### src/rtl/rotor_stepper_if.sv
// rotor_stepper_if
// Groups the key-load, upstream character, downstream output and count
// signals of rotor_stepper so they travel as one bundle.
//   master : the side that loads keys, supplies characters and consumes output
//   slave  : rotor_stepper itself
// Signals:
//   load, init_pos1..3      key load request and initial rotor positions
//   char_valid, char_in     upstream character offer (0..25 = A..Z)
//   char_ready              rotor_stepper can take a character this cycle
//   out_valid, out_char     stepped character presented downstream
//   pos1..pos3              current rotor positions (fast rotor is pos1)
//   out_ready               downstream has consumed the output
//   char_count              characters completed since reset or load
interface rotor_stepper_if;
    logic        load;
    logic [4:0]  init_pos1;
    logic [4:0]  init_pos2;
    logic [4:0]  init_pos3;
    logic        char_valid;
    logic [4:0]  char_in;
    logic        char_ready;
    logic        out_valid;
    logic [4:0]  out_char;
    logic [4:0]  pos1;
    logic [4:0]  pos2;
    logic [4:0]  pos3;
    logic        out_ready;
    logic [15:0] char_count;

    modport master (
        output load, init_pos1, init_pos2, init_pos3, char_valid, char_in, out_ready,
        input  char_ready, out_valid, out_char, pos1, pos2, pos3, char_count
    );

    modport slave (
        input  load, init_pos1, init_pos2, init_pos3, char_valid, char_in, out_ready,
        output char_ready, out_valid, out_char, pos1, pos2, pos3, char_count
    );
endinterface

### src/rtl/rotor_stepper.sv
// rotor_stepper
// Rotor position controller for the ENIGMA551 datapath. Each accepted
// character advances the three rotors with the Enigma odometer rule
// (including the middle-rotor double-step), then the character is presented
// together with the post-step positions until downstream consumes it.
// Ports:
//   clk   rising-edge system clock
//   rst   asynchronous, active-high reset
//   bus   rotor_stepper_if slave modport (load / character / output / count)
// Parameters:
//   NOTCH_R1  fast-rotor position from which the middle rotor is carried
//   NOTCH_R2  middle-rotor position causing the slow-rotor carry and double-step
module rotor_stepper #(
    parameter int NOTCH_R1 = 16,
    parameter int NOTCH_R2 = 4
) (
    input  logic             clk,
    input  logic             rst,
    rotor_stepper_if.slave   bus
);

    localparam logic [1:0] ST_IDLE = 2'd0;
    localparam logic [1:0] ST_STEP = 2'd1;
    localparam logic [1:0] ST_HOLD = 2'd2;

    localparam logic [4:0] NOTCH1_C = 5'(NOTCH_R1);
    localparam logic [4:0] NOTCH2_C = 5'(NOTCH_R2);

    // Fold a 5-bit load value into 0..25 (26..31 map to 0..5).
    function automatic logic [4:0] fold26(input logic [4:0] v);
        logic [4:0] r;
        if (v >= 5'd26) begin
            r = v - 5'd26;
        end else begin
            r = v;
        end
        return r;
    endfunction

    // Advance one rotor position modulo 26.
    function automatic logic [4:0] inc26(input logic [4:0] v);
        logic [4:0] r;
        if (v == 5'd25) begin
            r = 5'd0;
        end else begin
            r = v + 5'd1;
        end
        return r;
    endfunction

    logic [1:0]  state_r;
    logic [4:0]  pos1_r;
    logic [4:0]  pos2_r;
    logic [4:0]  pos3_r;
    logic [4:0]  out_char_r;
    logic        out_valid_r;
    logic [15:0] char_count_r;

    logic        d2_s;
    logic        c1_s;
    logic [4:0]  pos1_step_s;
    logic [4:0]  pos2_step_s;
    logic [4:0]  pos3_step_s;

    // Post-step positions; notch tests use the pre-step values so the middle
    // rotor moves at most once even when both carries coincide.
    always_comb begin
        d2_s        = (pos2_r == NOTCH2_C);
        c1_s        = (pos1_r == NOTCH1_C);
        pos1_step_s = inc26(pos1_r);
        if (d2_s || c1_s) begin
            pos2_step_s = inc26(pos2_r);
        end else begin
            pos2_step_s = pos2_r;
        end
        if (d2_s) begin
            pos3_step_s = inc26(pos3_r);
        end else begin
            pos3_step_s = pos3_r;
        end
    end

    // Controller FSM with positions, output character and character counter.
    always_ff @(posedge clk or posedge rst) begin
        if (rst) begin
            state_r      <= ST_IDLE;
            pos1_r       <= 5'd0;
            pos2_r       <= 5'd0;
            pos3_r       <= 5'd0;
            out_char_r   <= 5'd0;
            out_valid_r  <= 1'b0;
            char_count_r <= 16'd0;
        end else begin
            case (state_r)
                ST_IDLE: begin
                    // load wins over a simultaneous character offer
                    if (bus.load) begin
                        pos1_r       <= fold26(bus.init_pos1);
                        pos2_r       <= fold26(bus.init_pos2);
                        pos3_r       <= fold26(bus.init_pos3);
                        char_count_r <= 16'd0;
                    end else if (bus.char_valid) begin
                        out_char_r <= bus.char_in;
                        state_r    <= ST_STEP;
                    end else begin
                        state_r <= ST_IDLE;
                    end
                end
                ST_STEP: begin
                    pos1_r       <= pos1_step_s;
                    pos2_r       <= pos2_step_s;
                    pos3_r       <= pos3_step_s;
                    char_count_r <= char_count_r + 16'd1;
                    out_valid_r  <= 1'b1;
                    state_r      <= ST_HOLD;
                end
                ST_HOLD: begin
                    if (bus.out_ready) begin
                        out_valid_r <= 1'b0;
                        state_r     <= ST_IDLE;
                    end else begin
                        out_valid_r <= 1'b1;
                    end
                end
                default: begin
                    out_valid_r <= 1'b0;
                    state_r     <= ST_IDLE;
                end
            endcase
        end
    end

    // char_ready is deliberately combinational so a load in IDLE blocks
    // acceptance within the same cycle.
    assign bus.char_ready = (state_r == ST_IDLE) && !bus.load;
    assign bus.out_valid  = out_valid_r;
    assign bus.out_char   = out_char_r;
    assign bus.pos1       = pos1_r;
    assign bus.pos2       = pos2_r;
    assign bus.pos3       = pos3_r;
    assign bus.char_count = char_count_r;

endmodule

### src/flat_wrapper.sv
// flat-port wrapper written by rule: the top's interface ports become plain ports
module rotor_stepper_flat 
#(
    parameter int NOTCH_R1 = 16,
    parameter int NOTCH_R2 = 4
)
  (clk, rst, bus_load, bus_init_pos1, bus_init_pos2, bus_init_pos3, bus_char_valid, bus_char_in, bus_out_ready, bus_char_ready, bus_out_valid, bus_out_char, bus_pos1, bus_pos2, bus_pos3, bus_char_count);
  rotor_stepper_if bus_i ();
  input  logic clk;
  input  logic rst;
  input wire logic [$bits(bus_i.load)-1:0] bus_load;
  input wire logic [$bits(bus_i.init_pos1)-1:0] bus_init_pos1;
  input wire logic [$bits(bus_i.init_pos2)-1:0] bus_init_pos2;
  input wire logic [$bits(bus_i.init_pos3)-1:0] bus_init_pos3;
  input wire logic [$bits(bus_i.char_valid)-1:0] bus_char_valid;
  input wire logic [$bits(bus_i.char_in)-1:0] bus_char_in;
  input wire logic [$bits(bus_i.out_ready)-1:0] bus_out_ready;
  output wire logic [$bits(bus_i.char_ready)-1:0] bus_char_ready;
  output wire logic [$bits(bus_i.out_valid)-1:0] bus_out_valid;
  output wire logic [$bits(bus_i.out_char)-1:0] bus_out_char;
  output wire logic [$bits(bus_i.pos1)-1:0] bus_pos1;
  output wire logic [$bits(bus_i.pos2)-1:0] bus_pos2;
  output wire logic [$bits(bus_i.pos3)-1:0] bus_pos3;
  output wire logic [$bits(bus_i.char_count)-1:0] bus_char_count;
  assign bus_i.load = bus_load;
  assign bus_i.init_pos1 = bus_init_pos1;
  assign bus_i.init_pos2 = bus_init_pos2;
  assign bus_i.init_pos3 = bus_init_pos3;
  assign bus_i.char_valid = bus_char_valid;
  assign bus_i.char_in = bus_char_in;
  assign bus_i.out_ready = bus_out_ready;
  assign bus_char_ready = bus_i.char_ready;
  assign bus_out_valid = bus_i.out_valid;
  assign bus_out_char = bus_i.out_char;
  assign bus_pos1 = bus_i.pos1;
  assign bus_pos2 = bus_i.pos2;
  assign bus_pos3 = bus_i.pos3;
  assign bus_char_count = bus_i.char_count;
  rotor_stepper #(.NOTCH_R1(NOTCH_R1), .NOTCH_R2(NOTCH_R2)) u_core (.clk(clk), .rst(rst), .bus(bus_i));
endmodule
### config.mk
export PLATFORM = sky130hd
export DESIGN_NAME = rotor_stepper_flat
export DESIGN_NICKNAME = d
export VERILOG_FILES = /design/src/rtl/rotor_stepper_if.sv /design/src/rtl/rotor_stepper.sv /design/src/flat_wrapper.sv
export SDC_FILE = /design/constraint.sdc
export NUM_CORES = 1
export LEC_CHECK = 0
export CAP_MARGIN = 10
export CORE_ASPECT_RATIO = 0.6
export CORE_MARGIN = 1
export CORE_UTILIZATION = 49
export DETAILED_ROUTE_END_ITERATION = 10
export PLACE_DENSITY_LB_ADDON = 0.1
export SETUP_SLACK_MARGIN = 0.1
export SYNTH_ARGS = -nofsm -noshare
export SYNTH_HDL_FRONTEND = slang
export SYNTH_SLANG_ARGS = --single-unit
### constraint.sdc
create_clock -name clk -period 2.6 [get_ports clk]
set_input_delay 0.26 -clock clk [delete_from_list [all_inputs] [get_ports clk]]
set_output_delay 0.26 -clock clk [all_outputs]
set_load 0.1 [all_outputs]
==> reports/metrics.yaml <==
outcome: "completed"
synth.distinct_cells: 48
hold_buffers: 0
cts_sinks: 39
drive_gt1_frac: 0.191
syn2layout_area_growth_pct: 29.2
ys_seq_elements: 39
n_antenna_cell: 0
grt_usage: 0.254
io_pins: 63
syn-num-nets: 313
grt_pass1_vias: 2127
min_period_ps: 2000
cts.clk_slew.worst_paths_ps: 70
cts_tree: "yes"
clk_latency_ps: 290
syn_avg_cell_area_um2: 9.06
fmax_mhz: 501
final_nets: 381
clkPwrFrac: 0.099
gr-total-overflow: 0
fp.coreArea_um2: 4710
power.density_nw_per_um2: 1310
rows: 19
ys_seq_area_frac: 0.395
slew_viol_final: 0
power_frac_seq: 0.246
worst_pin_slew_ps: 516
io_buffers: 62
drt-total-wl_mm: 6.07
fin_util: 0.679
syn_inst: 273
crit_chain: "inv_1 -> ha_1 -> mux2i_1 -> buf_4 -> nor3_1 -> a31oi_1 -> a41o_1"
grt_pass1_wl_mm: 10.6
drtPass1Iterations: 4
synth_edf_count: 0
min_path_type: "in2async"
fin_setup_tns_ps: 0
end_kind: "flop"
netlist.area_leader.share: 0.395
grt_max_degree: 40
dp.cells: 397
p_total_mw: 4.20
hold_violations: 0
critPathMaxStageDelay_ps: 420
fp.dieH_um: 57.0
post_cts_buffers: 0
die_x_um: 93.7
path_class: "reg2reg"
dp_hpwl_mm: 4.47
synth_top_flop_cell: "dfrtp_1"
dieArea_um2: 5340
yosys_warnings: 0
comb_power_share: 0.655
h-tree-depth: 2
crit_slowest_cell: "nor3_1"
async_flop_share: 1.00
p_leak_nw: 1.47
max-vdd-ir-drop_uv: 1190
drc: 0
crit_buf_inv: 2
gp_congestion: 0.838
place_area_um2: 3110
setup_viol: 0
fin_area_um2: 3190
start_util: 0.525
instances_no_fill: 404
grt_antenna_before_repair: 0
cts-root-buf: "clkbuf_8"
p_switching_mw: 2.46
crit_start: "u_core.state_r[1]"
synth.area.top_cells: "dfrtp_1, ha_1, o21ai_0"
drt_iter0_markers: 119
reg2reg_from: "u_core.state_r[1]"
synth_top_cell_by_area: "dfrtp_1"
rsz0062_at_grt: "false"
synth.cell_area_um2: 2470
required_ps: 2780
critical_path_arrival_ps: 2180
internal_power_mw: 1.74
via_per_inst: 5.69
p_sw_frac: 0.585
min_period_over_period: 0.768
cp_top_family: "simple AND/OR/NAND/NOR gates"
via_count: 2297
slew_headroom: 0.656
start_kind: "flop"
path_max_fanout: 13
cts_made_buffers: 5
clock_skew_ps: 9.07
postRouteAntennaNets: 0
cts.repair.resized: 0
drv_cap: 0
cts.path.max_buffers: 2
routedWlPerCell_um: 15.0
[layout make-up]
type                    instances  area (um^2)
clock buffers                   6         82.6
inverters                      18         67.6
clock inverters                 1         5.00
multi-input cells             207         1400
repair buffers                 70          586
well taps                      63         78.8
flip-flops and latches         39          976
fillers                       386         1510
[power groups by stage]
stage                     combinational [mW]  sequential [mW]  clock, mW
after floorplan                        0.916             2.23          0
after global placement                  2.72             1.04          0
after detailed placement                2.74             1.04          0
after CTS                               2.76             1.03      0.427
after global routing                    2.91             1.07      0.454
final                                   2.75             1.03      0.415
[cells in the mapped netlist (all sizes together), types with 2 or more instances]
master   instances
clkbuf           5
nor4             3
o211ai           5
buf              4
dfrtp           39
nand2b           3
nand4bb          2
nand4b           3
mux2             6
nand4            9
xnor2            6
nor2b            4
a32oi            2
nand3           12
inv             18
nand3b           2
or3              3
and3             2
a22o             3
a211o            5
mux2i            4
nor2            22
ha              15
nand2           23
a21oi           14
a2bb2oi          4
and4             2
xor2             4
a31oi            5
o2bb2ai          2
a22oi            2
o21ai           23
nor3             4
a31o             2
[sequential cells by signal (all words and copies together), names as in the netlist]
| register | flops |
|---|---|
| u_core.bus.pos1 | 5 |
| u_core.bus.pos3 | 5 |
| u_core.bus.char_count | 16 |
| u_core.bus.out_char | 5 |
| u_core.state_r | 2 |
| u_core.bus.out_valid | 1 |
| u_core.bus.pos2 | 5 |
[worst paths after layout]
check | end | slack, ps | depth (start not counted)
setup / recovery | u_core.bus.char_count[14] | 600 | 7
hold / removal | u_core.bus.out_char[1] | 390 | 3
setup reg to reg | u_core.bus.char_count[14] | 600 | 7
hold reg to reg | u_core.bus.out_char[0] | 510 | 1
max in group asynchronous | u_core.bus.pos2[2] | 1840 | 3
min in group clk | u_core.bus.out_char[0] | 510 | 1
[per-layer routing]
metal,GRT usage,up-vias,routed length [um]
met2,0.346,72,2530
met3,0.0520,4,314
li1,-,1142,-
met5,0,-,0
met4,0.0659,0,24
met1,0.404,1079,3200
[per-stage QoR]
step           setup slack [ps]  hold WS, ps
2_1_floorplan               285          411
5_1_grt                     399          442
3_3_place_gp                661          489
3_5_place_dp                627          496
6_report                    603          389
4_1_cts                     610          410
[logic make-up (layout without fill, tap and decap cells)]
family / after synthesis / count (layout) / share of synthesized area
buffers and inverters: 27 / 95 / 0.0425
adders and majority gates: 15 / 15 / 0.0759
xor gates and xnor gates: 10 / 10 / 0.0354
and+or+nand+nor: 97 / 97 / 0.204
DFF: 39 / 39 / 0.395
muxes: 10 / 10 / 0.0435
AOI/OAI and AO/OA: 75 / 75 / 0.203
[cells in the final DEF, fill, tap and decap left out, drive strengths merged, types with 2 or more instances in the layout]
| cell type | synthesis | routed |
|---|---|---|
| a32oi | 2 | 2 |
| a22o | 3 | 3 |
| ha | 15 | 15 |
| o2bb2ai | 2 | 2 |
| nand4b | 3 | 3 |
| a31oi | 5 | 5 |
| clkbuf | 5 | 6 |
| nand2 | 23 | 23 |
| clkdlybuf4s50 | 0 | 24 |
| a2bb2oi | 4 | 4 |
| mux2 | 6 | 6 |
| nor4 | 3 | 3 |
| xnor2 | 6 | 6 |
| or3 | 3 | 3 |
| nand4 | 9 | 9 |
| nand4bb | 2 | 2 |
| and3 | 2 | 2 |
| o211ai | 5 | 5 |
| xor2 | 4 | 4 |
| nand2b | 3 | 3 |
| nor3 | 4 | 4 |
| a31o | 2 | 2 |
| a211o | 5 | 5 |
| nand3 | 12 | 12 |
| nor2b | 4 | 4 |
| dfrtp | 39 | 39 |
| o21ai | 23 | 23 |
| nand3b | 2 | 2 |
| nor2 | 22 | 22 |
| mux2i | 4 | 4 |
| a21oi | 14 | 14 |
| inv | 18 | 18 |
| buf | 4 | 46 |
| a22oi | 2 | 2 |
| and4 | 2 | 2 |
[worst register-to-register path: stages, from the launching register on]
cell and delay (ps):
dfrtp_1 390, inv_1 90, ha_1 260, mux2i_1 140
buf_4 200, nor3_1 420, a31oi_1 160, a41o_1 220
No activity file was read; power rests on OpenSTA's default activity.
